==> src/rtl/peripheral_mult16.sv <==
// Memory-mapped WIDTHxWIDTH unsigned shift-add multiplier on the femto CPU bus.
// Latency: one cycle for register reads; 16 RUN cycles after the INIT start-write edge.
// Backpressure: none. The CPU is never stalled, and a start write issued during RUN is dropped.
module peripheral_mult16 #(
  parameter int WIDTH = 16
) (
  input  logic               clk,
  input  logic               reset,
  input  logic [WIDTH-1:0]   d_in,
  input  logic               cs,
  input  logic [4:0]         addr,
  input  logic               rd,
  input  logic               wr,
  output logic [2*WIDTH-1:0] d_out
);

  localparam int          CW       = $clog2(WIDTH);
  localparam logic [4:0]  OFF_A    = 5'h04;
  localparam logic [4:0]  OFF_B    = 5'h08;
  localparam logic [4:0]  OFF_INIT = 5'h0C;
  localparam logic [4:0]  OFF_PP   = 5'h10;
  localparam logic [4:0]  OFF_DONE = 5'h14;
  localparam logic [CW-1:0] LAST_COUNT = CW'(WIDTH - 1);

  typedef enum logic [1:0] {
    S_IDLE,
    S_RUN,
    S_DONE
  } state_t;

  state_t               state_q, state_d;
  logic [WIDTH-1:0]     a_q, a_d;
  logic [WIDTH-1:0]     b_q, b_d;
  logic [2*WIDTH-1:0]   a_w_q, a_w_d;
  logic [WIDTH-1:0]     b_w_q, b_w_d;
  logic [2*WIDTH-1:0]   pp_q, pp_d;
  logic [CW-1:0]        count_q, count_d;
  logic                 done_q, done_d;
  logic [2*WIDTH-1:0]   d_out_q, d_out_d;

  logic                 wr_en, rd_en, start;
  logic                 last_step;
  logic [2*WIDTH-1:0]   pp_step;
  logic [2*WIDTH-1:0]   pp_view;
  logic                 done_view;

  // Bus decode: a start is honoured only when no multiplication is in flight.
  always_comb begin
    wr_en = cs & wr;
    rd_en = cs & rd;
    start = wr_en && (addr == OFF_INIT) && d_in[0] && (state_q != S_RUN);
  end

  // One shift-add step; the product of two WIDTH-bit values never carries out.
  always_comb begin
    pp_step   = b_w_q[0] ? (pp_q + a_w_q) : pp_q;
    last_step = (state_q == S_RUN) && (count_q == LAST_COUNT);
  end

  // Next-state logic for the IDLE/RUN/DONE controller.
  always_comb begin
    state_d = state_q;
    case (state_q)
      S_IDLE:  if (start) state_d = S_RUN;
      S_RUN:   if (last_step) state_d = S_DONE;
      S_DONE:  if (start) state_d = S_RUN;
      default: state_d = S_IDLE;
    endcase
  end

  // Operand registers and working datapath. A/B writes during RUN only affect the next start.
  always_comb begin
    a_d     = a_q;
    b_d     = b_q;
    a_w_d   = a_w_q;
    b_w_d   = b_w_q;
    pp_d    = pp_q;
    count_d = count_q;
    done_d  = done_q;

    if (wr_en && (addr == OFF_A)) a_d = d_in;
    if (wr_en && (addr == OFF_B)) b_d = d_in;

    if (start) begin
      a_w_d   = {{WIDTH{1'b0}}, a_q};
      b_w_d   = b_q;
      pp_d    = '0;
      count_d = '0;
      done_d  = 1'b0;
    end else if (state_q == S_RUN) begin
      pp_d    = pp_step;
      a_w_d   = a_w_q << 1;
      b_w_d   = b_w_q >> 1;
      count_d = count_q + 1'b1;
      if (last_step) done_d = 1'b1;
    end
  end

  // Read mux. Reads see the RUN step of the same edge, so a DONE poll on the
  // completing edge already returns 1. A start on that edge is not visible.
  always_comb begin
    pp_view   = (state_q == S_RUN) ? pp_step : pp_q;
    done_view = done_q | last_step;
    d_out_d   = d_out_q;
    if (rd_en) begin
      case (addr)
        OFF_PP:   d_out_d = pp_view;
        OFF_DONE: d_out_d = {{(2*WIDTH-1){1'b0}}, done_view};
        default:  d_out_d = '0;
      endcase
    end
  end

  // State register; reset clears everything, including an in-flight multiplication.
  always_ff @(posedge clk or posedge reset) begin
    if (reset) begin
      state_q <= S_IDLE;
      a_q     <= '0;
      b_q     <= '0;
      a_w_q   <= '0;
      b_w_q   <= '0;
      pp_q    <= '0;
      count_q <= '0;
      done_q  <= 1'b0;
      d_out_q <= '0;
    end else begin
      state_q <= state_d;
      a_q     <= a_d;
      b_q     <= b_d;
      a_w_q   <= a_w_d;
      b_w_q   <= b_w_d;
      pp_q    <= pp_d;
      count_q <= count_d;
      done_q  <= done_d;
      d_out_q <= d_out_d;
    end
  end

  assign d_out = d_out_q;

endmodule

==> config.mk <==
export PLATFORM = sky130hd
export DESIGN_NAME = peripheral_mult16
export DESIGN_NICKNAME = d
export VERILOG_FILES = /design/src/rtl/peripheral_mult16.sv
export SDC_FILE = /design/constraint.sdc
export NUM_CORES = 1
export LEC_CHECK = 0
export ABC_CLOCK_PERIOD_IN_PS = 13700
export CAP_MARGIN = 20
export CORE_UTILIZATION = 50
export CTS_BUF_LIST = sky130_fd_sc_hd__clkbuf_4
export DETAILED_ROUTE_END_ITERATION = 8
export GPL_ROUTABILITY_DRIVEN = 0
export GPL_TIMING_DRIVEN = 0
export PLACE_DENSITY = 0.79
export SYNTH_ARGS = -nofsm -noshare
export SYNTH_HDL_FRONTEND = slang
export SYNTH_SLANG_ARGS = --single-unit
==> constraint.sdc <==
create_clock -name clk -period 13.7 [get_ports clk]
set_input_delay 2.74 -clock clk [delete_from_list [all_inputs] [get_ports clk]]
set_output_delay 2.74 -clock clk [all_outputs]
set_load 0.05 [all_outputs]
==> impl_metrics.json <==
{
  "n_fill_cell": 1314,
  "netlist_instances": 815,
  "maxCapViolCount": 0,
  "power.net_switching_w": 0.0007801,
  "critPathLaunchType": "input port",
  "cts-root-buf": "clkbuf_4",
  "die_height_um": 126.7,
  "synth_seq_cells": 151,
  "ys_types": 65,
  "p_int_w": 0.001019,
  "cts_made_buffers": 17,
  "clk_pin_slew_worst_paths_ns": 0.12,
  "yosys_most_used_dff": "dfrtp_1",
  "peakVddDrop_mv": 0.09366,
  "avgViaCountPerCell": 5.773,
  "post-place-ws_ns": 8.471,
  "synthTopCellsByCount": "nand2_1, dfrtp_1, nor2_1",
  "ctsResizeCount": 0,
  "rsz0062_at_grt": "no",
  "synth_top_area_cell": "dfrtp_1",
  "first_pass_iters": 5,
  "whs_path_depth": 2,
  "antenna_cells": 0,
  "fp.dieW_um": 126.7,
  "wl_per_cell_um": 16.99,
  "htreeDepth": 4,
  "clkLatencyLatePin_ns": 0.61,
  "syn_area_um2": 7772,
  "drc": 0,
  "post_cts_buffers": 0,
  "crit_type": "in2reg",
  "drtIter0Drc": 642,
  "seqPwrFrac_pct": 37.0,
  "fin_crit_sh_pct": 33.90,
  "finalClockSkew_ns": 0.03189,
  "yosysMostFrequentCell": "nand2_1",
  "tns_ns": 0,
  "clock.fmax_mhz": 215.3,
  "numClockSinks": 151,
  "worstSetupEndpointType": "register",
  "avgSynthCellArea_um2": 9.537,
  "dp_hpwl_mm": 13.66,
  "swShare_pct": 43.35,
  "finalSetupViolCount": 0,
  "powerDensity_nw_per_um2": 203.5,
  "io_pins": 58,
  "synth_edf_count": 0,
  "synth_top_area_share_pct": 48.62,
  "vias": 6310,
  "synth-async-reset-ratio_pct": 100.0,
  "drt-total-wl_mm": 18.57,
  "cp.required_ns": 14.21,
  "yosys_warnings": 0,
  "core-area_um2": 15200,
  "area_growth_syn_to_layout_pct": 13.76,
  "fin_ws_ns": 9.056,
  "fp-row-count": 45,
  "route.antenna.remaining_nets": 0,
  "grt_usage_pct": 25.30,
  "relSlewSlack_pct": 53.27,
  "nets": 951,
  "grt_pass1_wl_mm": 31.42,
  "ys_seq_area_share_pct": 48.62,
  "tightestPinTransition_ns": 0.7009,
  "p_leak_nw": 3.920,
  "cp.arrival_ns": 5.15,
  "grt_max_degree": 81,
  "drive_gt1_share_pct": 9.061,
  "combPwrFrac_pct": 49.6,
  "hold_violations": 0,
  "die_area_um2": 16050,
  "clock_power_share_pct": 13.5,
  "overflow": 0,
  "cts.path.max_buffers": 2,
  "outcome": "completed",
  "cts_hold_buf": 0,
  "synthTopCellsByArea": "dfrtp_1, nand2_1, ha_1",
  "io_buffer_count": 57,
  "hold_path.class": "reg2reg",
  "grt_pass1_vias": 6188,
  "reg2regPathDepth": 10,
  "drv_slew": 0,
  "floorplan.initialDensity_pct": 51.13,
  "synth_fp_nets": 874,
  "cts_tree": "yes",
  "layout_min_cycle_time_ns": 4.644,
  "crit_fanout": 10,
  "antenna_found_initial": 0
}
==> worst max-delay path: stages <==
cell and delay [ns]:
clkdlybuf4s50_1 0.42, nor3_1 0.40, and4b_1 0.25, clkbuf_1 0.43
clkbuf_1 0.58, a32oi_1 0.23, o31ai_2 0.10
==> logic make-up (layout without fill, tap and decap cells) <==
| kind of cell | Yosys count | after routing | synth area share, % |
|---|---|---|---|
| AO/OA/AOI/OAI | 207 | 207 | 17.00 |
| XOR/XNOR | 24 | 24 | 2.704 |
| adder cells (fa/ha/maj) | 33 | 33 | 5.409 |
| buffers and inverters | 52 | 142 | 2.930 |
| flip-flops | 151 | 151 | 48.62 |
| multiplexers | 49 | 49 | 6.826 |
| AND/OR/NAND/NOR | 299 | 299 | 16.52 |
==> state kept, by name, indices dropped and copies added (netlist names) <==
name,flops
a_w_q,32
d_out,32
pp_q,32
a_q,16
b_q,16
b_w_q,16
count_q,4
state_q,2
done_q,1
==> power groups by stage <==
| stage | logic, W | clock network [W] | registers, W |
|---|---|---|---|
| floorplan | 0.000701 | 0 | 0.000646 |
| global placement | 0.000851 | 0 | 0.000669 |
| detailed placement | 0.000874 | 0 | 0.000672 |
| CTS | 0.000881 | 0.000247 | 0.000663 |
| global route | 0.00100 | 0.000266 | 0.000680 |
| finish | 0.000892 | 0.000242 | 0.000665 |
==> final timing paths <==
kind	from	to	slack, ns
max	addr[3]	d_out[30]	9.06
min	d_out[24]	d_out[24]	0.49
max reg2reg	a_w_q[0]	d_out[28]	10.46
min reg2reg	d_out[24]	d_out[24]	0.49
max in group asynchronous	reset	pp_q[4]	10.25
min in group asynchronous	reset	d_out[28]	2.59
==> per-stage QoR <==
stage | cells | hold WS [ns] | area [um^2] | total power, W | utilization [%]
CTS | 1093 | 0.4968 | 8842 | 0.001791 | 58.16
global placement | 1060 | 0.4617 | 8578 | 0.001519 | 56.43
finish | 1093 | 0.4901 | 8842 | 0.001799 | 58.16
floorplan | 815 | 0.4496 | 7772 | 0.001347 | -
detailed placement | 1061 | 0.4650 | 8611 | 0.001546 | 56.64
global route | 1093 | 0.5145 | 8842 | 0.001949 | 58.16
==> cells in the final DEF, fill, tap and decap left out, types with 12 or more instances in the layout <==
master           Yosys  routed
clkbuf_1            40      40
and3_1              12      12
ha_1                32      32
a31oi_1             34      34
a21o_1              14      14
mux2_2              32      32
xnor2_1             17      17
clkbuf_4             0      17
nand3_1             14      14
mux2i_1             17      17
nor2_1              77      77
dfrtp_1            151     151
o21ai_0             63      63
a21oi_1             41      41
clkdlybuf4s50_1      0      57
nand2_1            158     158
==> layout make-up <==
| cell class | count | area, um^2 | area share [%] |
|---|---|---|---|
| clock buffer | 17 | 127.6 | 1.443 |
| clock inverter | 15 | 103.9 | 1.174 |
| multi-input combinational | 612 | 3766 | 42.59 |
| buffer | 46 | 205.2 | 2.321 |
| timing repair buffer | 58 | 598.1 | 6.764 |
| tap | 188 | 235.2 | 2.660 |
| inverter | 6 | 27.53 | 0.3113 |
| sequential | 151 | 3779 | 42.73 |
==> routing by layer <==
layer | vias up | wire length, um | track usage, %
met4 | 0 | 563 | 11.76
met5 | - | 0 | 0
met2 | 168 | 8846 | 41.14
li1 | 3055 | - | -
met3 | 38 | 905 | 4.724
met1 | 3049 | 8255 | 32.95
(Power assumes the default switching activity.)
==> variant 1, RTL diff (same settings) <==
Take the reset off `a_q`, `b_q` and `pp_q` and load them in a clocked block of their own.
--- a/src/rtl/peripheral_mult16.sv
+++ b/src/rtl/peripheral_mult16.sv
@@ -116,9 +116,6 @@
     if (reset) begin
       state_q <= S_IDLE;
-      a_q     <= '0;
-      b_q     <= '0;
       a_w_q   <= '0;
       b_w_q   <= '0;
-      pp_q    <= '0;
       count_q <= '0;
       done_q  <= 1'b0;
@@ -126,9 +123,6 @@
     end else begin
       state_q <= state_d;
-      a_q     <= a_d;
-      b_q     <= b_d;
       a_w_q   <= a_w_d;
       b_w_q   <= b_w_d;
-      pp_q    <= pp_d;
       count_q <= count_d;
       done_q  <= done_d;
@@ -137,4 +131,10 @@
   end
 
+  always_ff @(posedge clk) begin
+    a_q  <= a_d;
+    b_q  <= b_d;
+    pp_q <= pp_d;
+  end
+
   assign d_out = d_out_q;
 
Behaviour: not the same (a bounded check fails within 4 cycles, from zero or initial values and one cycle with reset high).
==> variant 1 against the original RTL <==
- sequential cell count stayed put
- via count is 7.1% lower
- total power is 13% higher
- final cell count is 3.7% lower
- worst hold slack worse by 0.0016 ns
- synthesized cell count is 4.7% lower
- cell area is 2.3% lower
- critical path type is now flop to output port
- count of clock-buffer cells in the layout is 1 higher
- worst setup slack better by 0.092 ns
- synthesized area is 3.8% lower
- wire length is 8.8% lower
- the run now ends with design-rule violations left
==> variant 1: results (changes against the original RTL) <==
Outcome
  • Run status: complete, but fails checks
  • Failing checks: design-rule violations

Power and ir drop
  • Worst vdd ir: 0.000107 V (+14%)
  • P_leak: 3.68 nW (-6.1%)

Drt
  • Router iterations before antenna repair: 8 (+3)
  • Routed WL: 16.9 mm (-8.8%)
  • Vias: 5863 (-7.1%)
  • First DRT Iteration DRCs: 389 (-39%)
  • DRC Markers: 2 (+2)

Critical path
  • Worst Setup SP: d_out[4]
  • Critical Path Slowest Stage Cell: clkdlybuf4s50_1
  • Crit path capture: d_out[4]
  • Critical path arrival: 1.81 ns (-3.34 ns)
  • Reg2Reg Setup Slack: 10.44 ns (-0.02 ns)
  • Critical path fanouts, max: 2 (-8)
  • R2R cell count: 12 (+2)
  • CP max stage delay: 0.82 ns (+0.24 ns)

Synth
  • Main synth FF type: dfrtp_1
  • Fraction of registers with async set/reset: 57.6% (-42 points)
  • Number of flops mapped to enable cells by yosys: 32 (+32)
  • Synth cell types: 63 (-3.1%)
  • Synth cell count leaders: nand2_1 (128), dfrtp_1 (87), o21ai_0 (77)
  • Synth area leaders: dfrtp_1 (29%), edfxtp_1 (13%), dfxtp_1 (8.6%)
  • Mapped Nets: 836 (-4.3%)

Global routing
  • GRT Util Overall: 22.8% (-2.5 points)
  • First-pass GRT wire length: 27.9 mm (-11%)
  • Vias in the first global route: 5662 (-8.5%)
  • Largest net degree at the start of global routing: 64 (-21%)

Min path
  • Hold path endpoint: d_out[14]
  • Hold_sp: d_out[14]

Finish
  • Layout cell share with drive strength beyond 1: 6.67% (-2.4 points)
  • Nets: 915 (-3.8%)

STA
  • Setup Skew: 0.0218 ns (-0.0100 ns)
  • Fin Hold WS: 0.488 ns (-0.00165 ns)
  • Slew Limit Headroom: 50.8% (-2.5 points)

Clock network
  • Cts bufs inserted: 17 (unchanged)
  • Clock Latency Late Sink: 0.58 ns (-0.03 ns)
  • Reg clk slew, reported paths: 0.14 ns (+0.02 ns)

Placement
  • DP HPWL: 12.4 mm (-9.4%)
## variant 1: changes by cell type after synthesis, sizes merged, moves of 9 or more
cell | before | now
nand2 | 158 | 128
nand3 | 15 | 31
nor2 | 77 | 67
clkbuf | 42 | 30
inv | 6 | 15
buf | 4 | 14
mux2i | 17 | 45
edfxtp | 0 | 32
a31oi | 35 | 4
mux2 | 32 | 1
dfrtp | 151 | 87
dfxtp | 0 | 32
o21ai | 65 | 90
## variant 1: metal layers
metal  GRT usage [%]  wire length [um]
met1            30.7              7710
met2            36.3              8120
met3            4.68               811
met4            8.50               302
met5               0                 0
## variant 1: per-stage QoR
step / util [%] / std cells / cell area, sq um / worst slack, ns
after floorplan: - / 777 / 7480 / 8.71
after global placement: 56.8 / 1018 / 8280 / 7.31
after global routing: 59.2 / 1053 / 8640 / 8.95
final: 59.2 / 1053 / 8640 / 9.15
after detailed placement: 57.2 / 1021 / 8340 / 8.61
after CTS: 59.2 / 1053 / 8640 / 9.11
## variant 1: logic make-up after synthesis
family,after synthesis,share of synthesized area (%)
buf+inv,59,3.36
xor+xnor,26,3.04
fa+ha+maj,33,5.62
flops,151,50.5
simple gates,271,15.9
mux,46,6.17
compound gates,191,15.4
## variant 1: where the power goes
part           total [W]  internal (W)  switching, W
registers       0.000687      0.000584      0.000103
logic            0.00105      0.000452      0.000601
clock network   0.000290      0.000115      0.000175
## variant 1: cell type report
type | instances | area (sq um)
fill | 1267 | 5950
sequential | 151 | 3780
multi-input combinational | 567 | 3460
timing repair buffer | 60 | 621
tap | 184 | 230
buffer | 44 | 195
clock inverter | 14 | 160
clock buffer | 18 | 135
inverter | 15 | 58.8
==> variant 2, RTL diff (same flow settings) <==
Made on the original files. Change the parameter `WIDTH` from 16 to 32.
--- a/src/rtl/peripheral_mult16.sv
+++ b/src/rtl/peripheral_mult16.sv
@@ -3,5 +3,5 @@
 // Backpressure: none. The CPU is never stalled, and a start write issued during RUN is dropped.
 module peripheral_mult16 #(
-  parameter int WIDTH = 16
+  parameter int WIDTH = 32
 ) (
   input  logic               clk,
Ports: changed (resized d_in and d_out); port bits go from 58 to 106. The function was not compared with the original's and may differ.
==> variant 2 against the original RTL <==
- sequential power up 100%
- sequential cell count up 145
- worst setup slack worse by 0.79 ns
- cell area up 100%
- worst hold slack worse by 0.012 ns
- critical path depth up 1
- total power up 140%
- register-to-register slack worse by 0.55 ns
- synthesized area up 100%
- wire length up 120%
- highest routed layer unchanged
==> variant 2: results (changes against the original RTL) <==
Clock network
  • Clock sinks: 296 (+96%)
  • Clock Latency Late Sink: 0.73 ns (+0.12 ns)
  • Cts bufs inserted: 79 (+62)
  • CTS resizes: 0 (unchanged)
  • Reg clk slew, reported paths: 0.06 ns (-0.06 ns)
  • H-tree depth: 3 (-1)
  • CTS Buffer Depth: 3 (+1)

STA
  • Slew Limit Headroom: 28.3% (-25 points)
  • Setup Skew: 0.0620 ns (+0.0301 ns)

Finish
  • Comb_multi_in: 1324 (+120%)
  • Invs w/o clock: 14 (+8)
  • Nets: 2041 (+110%)
  • Layout cell share with drive strength beyond 1: 9.93% (+0.87 points)
  • Reg area: 7410 sq um (+96%)
  • Filler cell count: 2697 (+110%)
  • Final clock-cell share: 5.09% (+2.5 points)
  • Core Util, Final: 59.2% (+1.0 points)
  • Final non-clock buffer share: 8.45% (-0.63 points)
  • Area of the multi-input gates: 7680 sq um (+100%)
  • Clk_buf instances: 106 (+89)
  • Antenna cell count: 1 (+1)
  • Signal buffers: 218 (+110%)

Drt
  • Max layer used: met4
  • Detail Route met2 WL: 19.5 mm (+120%)
  • Met3 wire len: 3.07 mm (+240%)
  • Avg WL per Cell: 17.3 um (+1.6%)
  • Routed WL: 41.1 mm (+120%)
  • Router iterations before antenna repair: 8 (+3)
  • Routed length on met1: 17.1 mm (+110%)
  • First DRT Iteration DRCs: 927 (+44%)

Global routing
  • Met1 Use GR: 33.9% (+0.98 points)
  • Met3 Use GR: 4.41% (-0.31 points)
  • Met2 usage: 43.8% (+2.7 points)
  • Largest net degree at the start of global routing: 111 (+37%)
  • GRT Util Overall: 26.4% (+1.1 points)
  • First-pass GRT wire length: 66.3 mm (+110%)
  • Initial antenna violation count: 1 (+1)
  • Vias in the first global route: 13531 (+120%)

Critical path
  • Critical path arrival: 5.99 ns (+0.84 ns)
  • Critical Path Slowest Stage Cell: nor2_1
  • Crit path max-delay family: simple AND/OR/NAND/NOR gates
  • CP max stage delay: 0.62 ns (+0.04 ns)

Placement
  • Placed Cells: 2248 (+110%)
  • Post-place setup slack: 7.73 ns (-0.745 ns)
  • DP HPWL: 30.4 mm (+120%)
  • Port bufs: 105 (+84%)
  • Placed instance area: 17200 sq um (+99%)

Power and ir drop
  • Worst vdd ir: 0.0000885 V (-5.5%)
  • P_leak: 7.94 nW (+100%)

Synth
  • Mapped Nets: 1853 (+110%)
  • Synth area leaders: dfrtp_1 (48%), nand2_1 (8.5%), ha_1 (5.2%)
  • Synth cell types: 58 (-11%)
  • Syn_area_per_cell: 8.92 sq um (-6.5%)
  • Synth cell count leaders: nand2_1 (351), dfrtp_1 (296), nor2_1 (206)
  • Post-synthesis sequential area ratio: 47.6% (-1.0 points)

Outcome
  • Run status: finished clean

Floorplan
  • Rows: 64 (+42%)
==> variant 2: cell count changes after synthesis, moves of 33 or more <==
cell and change:
nand2_1 +193, dfrtp_1 +145, nor2_1 +129, a21oi_1 +89, o21ai_0 +84, clkbuf_1 +59
ha_1 +33
==> variant 2: worst paths after layout <==
kind                                start  cells after the start  slack [ns]        end
worst max-delay path                   cs                      8        8.26   pp_q[41]
worst min-delay path            d_out[41]                      2        0.48  d_out[41]
worst max register to register   a_w_q[0]                     13        9.91   pp_q[52]
worst min register to register  d_out[41]                      2        0.48  d_out[41]
max in group asynchronous           reset                      3       10.21   pp_q[41]
min in group asynchronous           reset                      2        2.50   a_w_q[4]
==> variant 2: worst reg2reg max path, delay by kind of cell (launching register included) <==
kind | cells | cell delay [ns]
xor gates and xnor gates | 1 | 0.16
AOI/OAI and AO/OA | 7 | 2.08
buffers and inverters | 1 | 0.06
and+or+nand+nor | 2 | 0.36
adders and majority gates | 2 | 0.62
DFF | 1 | 0.45
==> variant 2: logic make-up after synthesis <==
| kind of cell | Yosys count | synth area share, % |
|---|---|---|
| AOI/OAI and AO/OA | 447 | 17.0 |
| xor gates and xnor gates | 59 | 3.32 |
| adders and majority gates | 66 | 5.35 |
| buffers and inverters | 125 | 3.06 |
| DFF | 296 | 47.6 |
| muxes | 84 | 5.92 |
| and+or+nand+nor | 668 | 17.8 |
==> variant 2: where the power goes <==
group          total, W  internal, W  switching (W)  leakage [nW]
Sequential      0.00133      0.00113       0.000200          3.55
Clock          0.000731     0.000361       0.000370         0.544
Combinational   0.00225     0.000868        0.00138          3.85
Total           0.00431      0.00236        0.00195          7.94
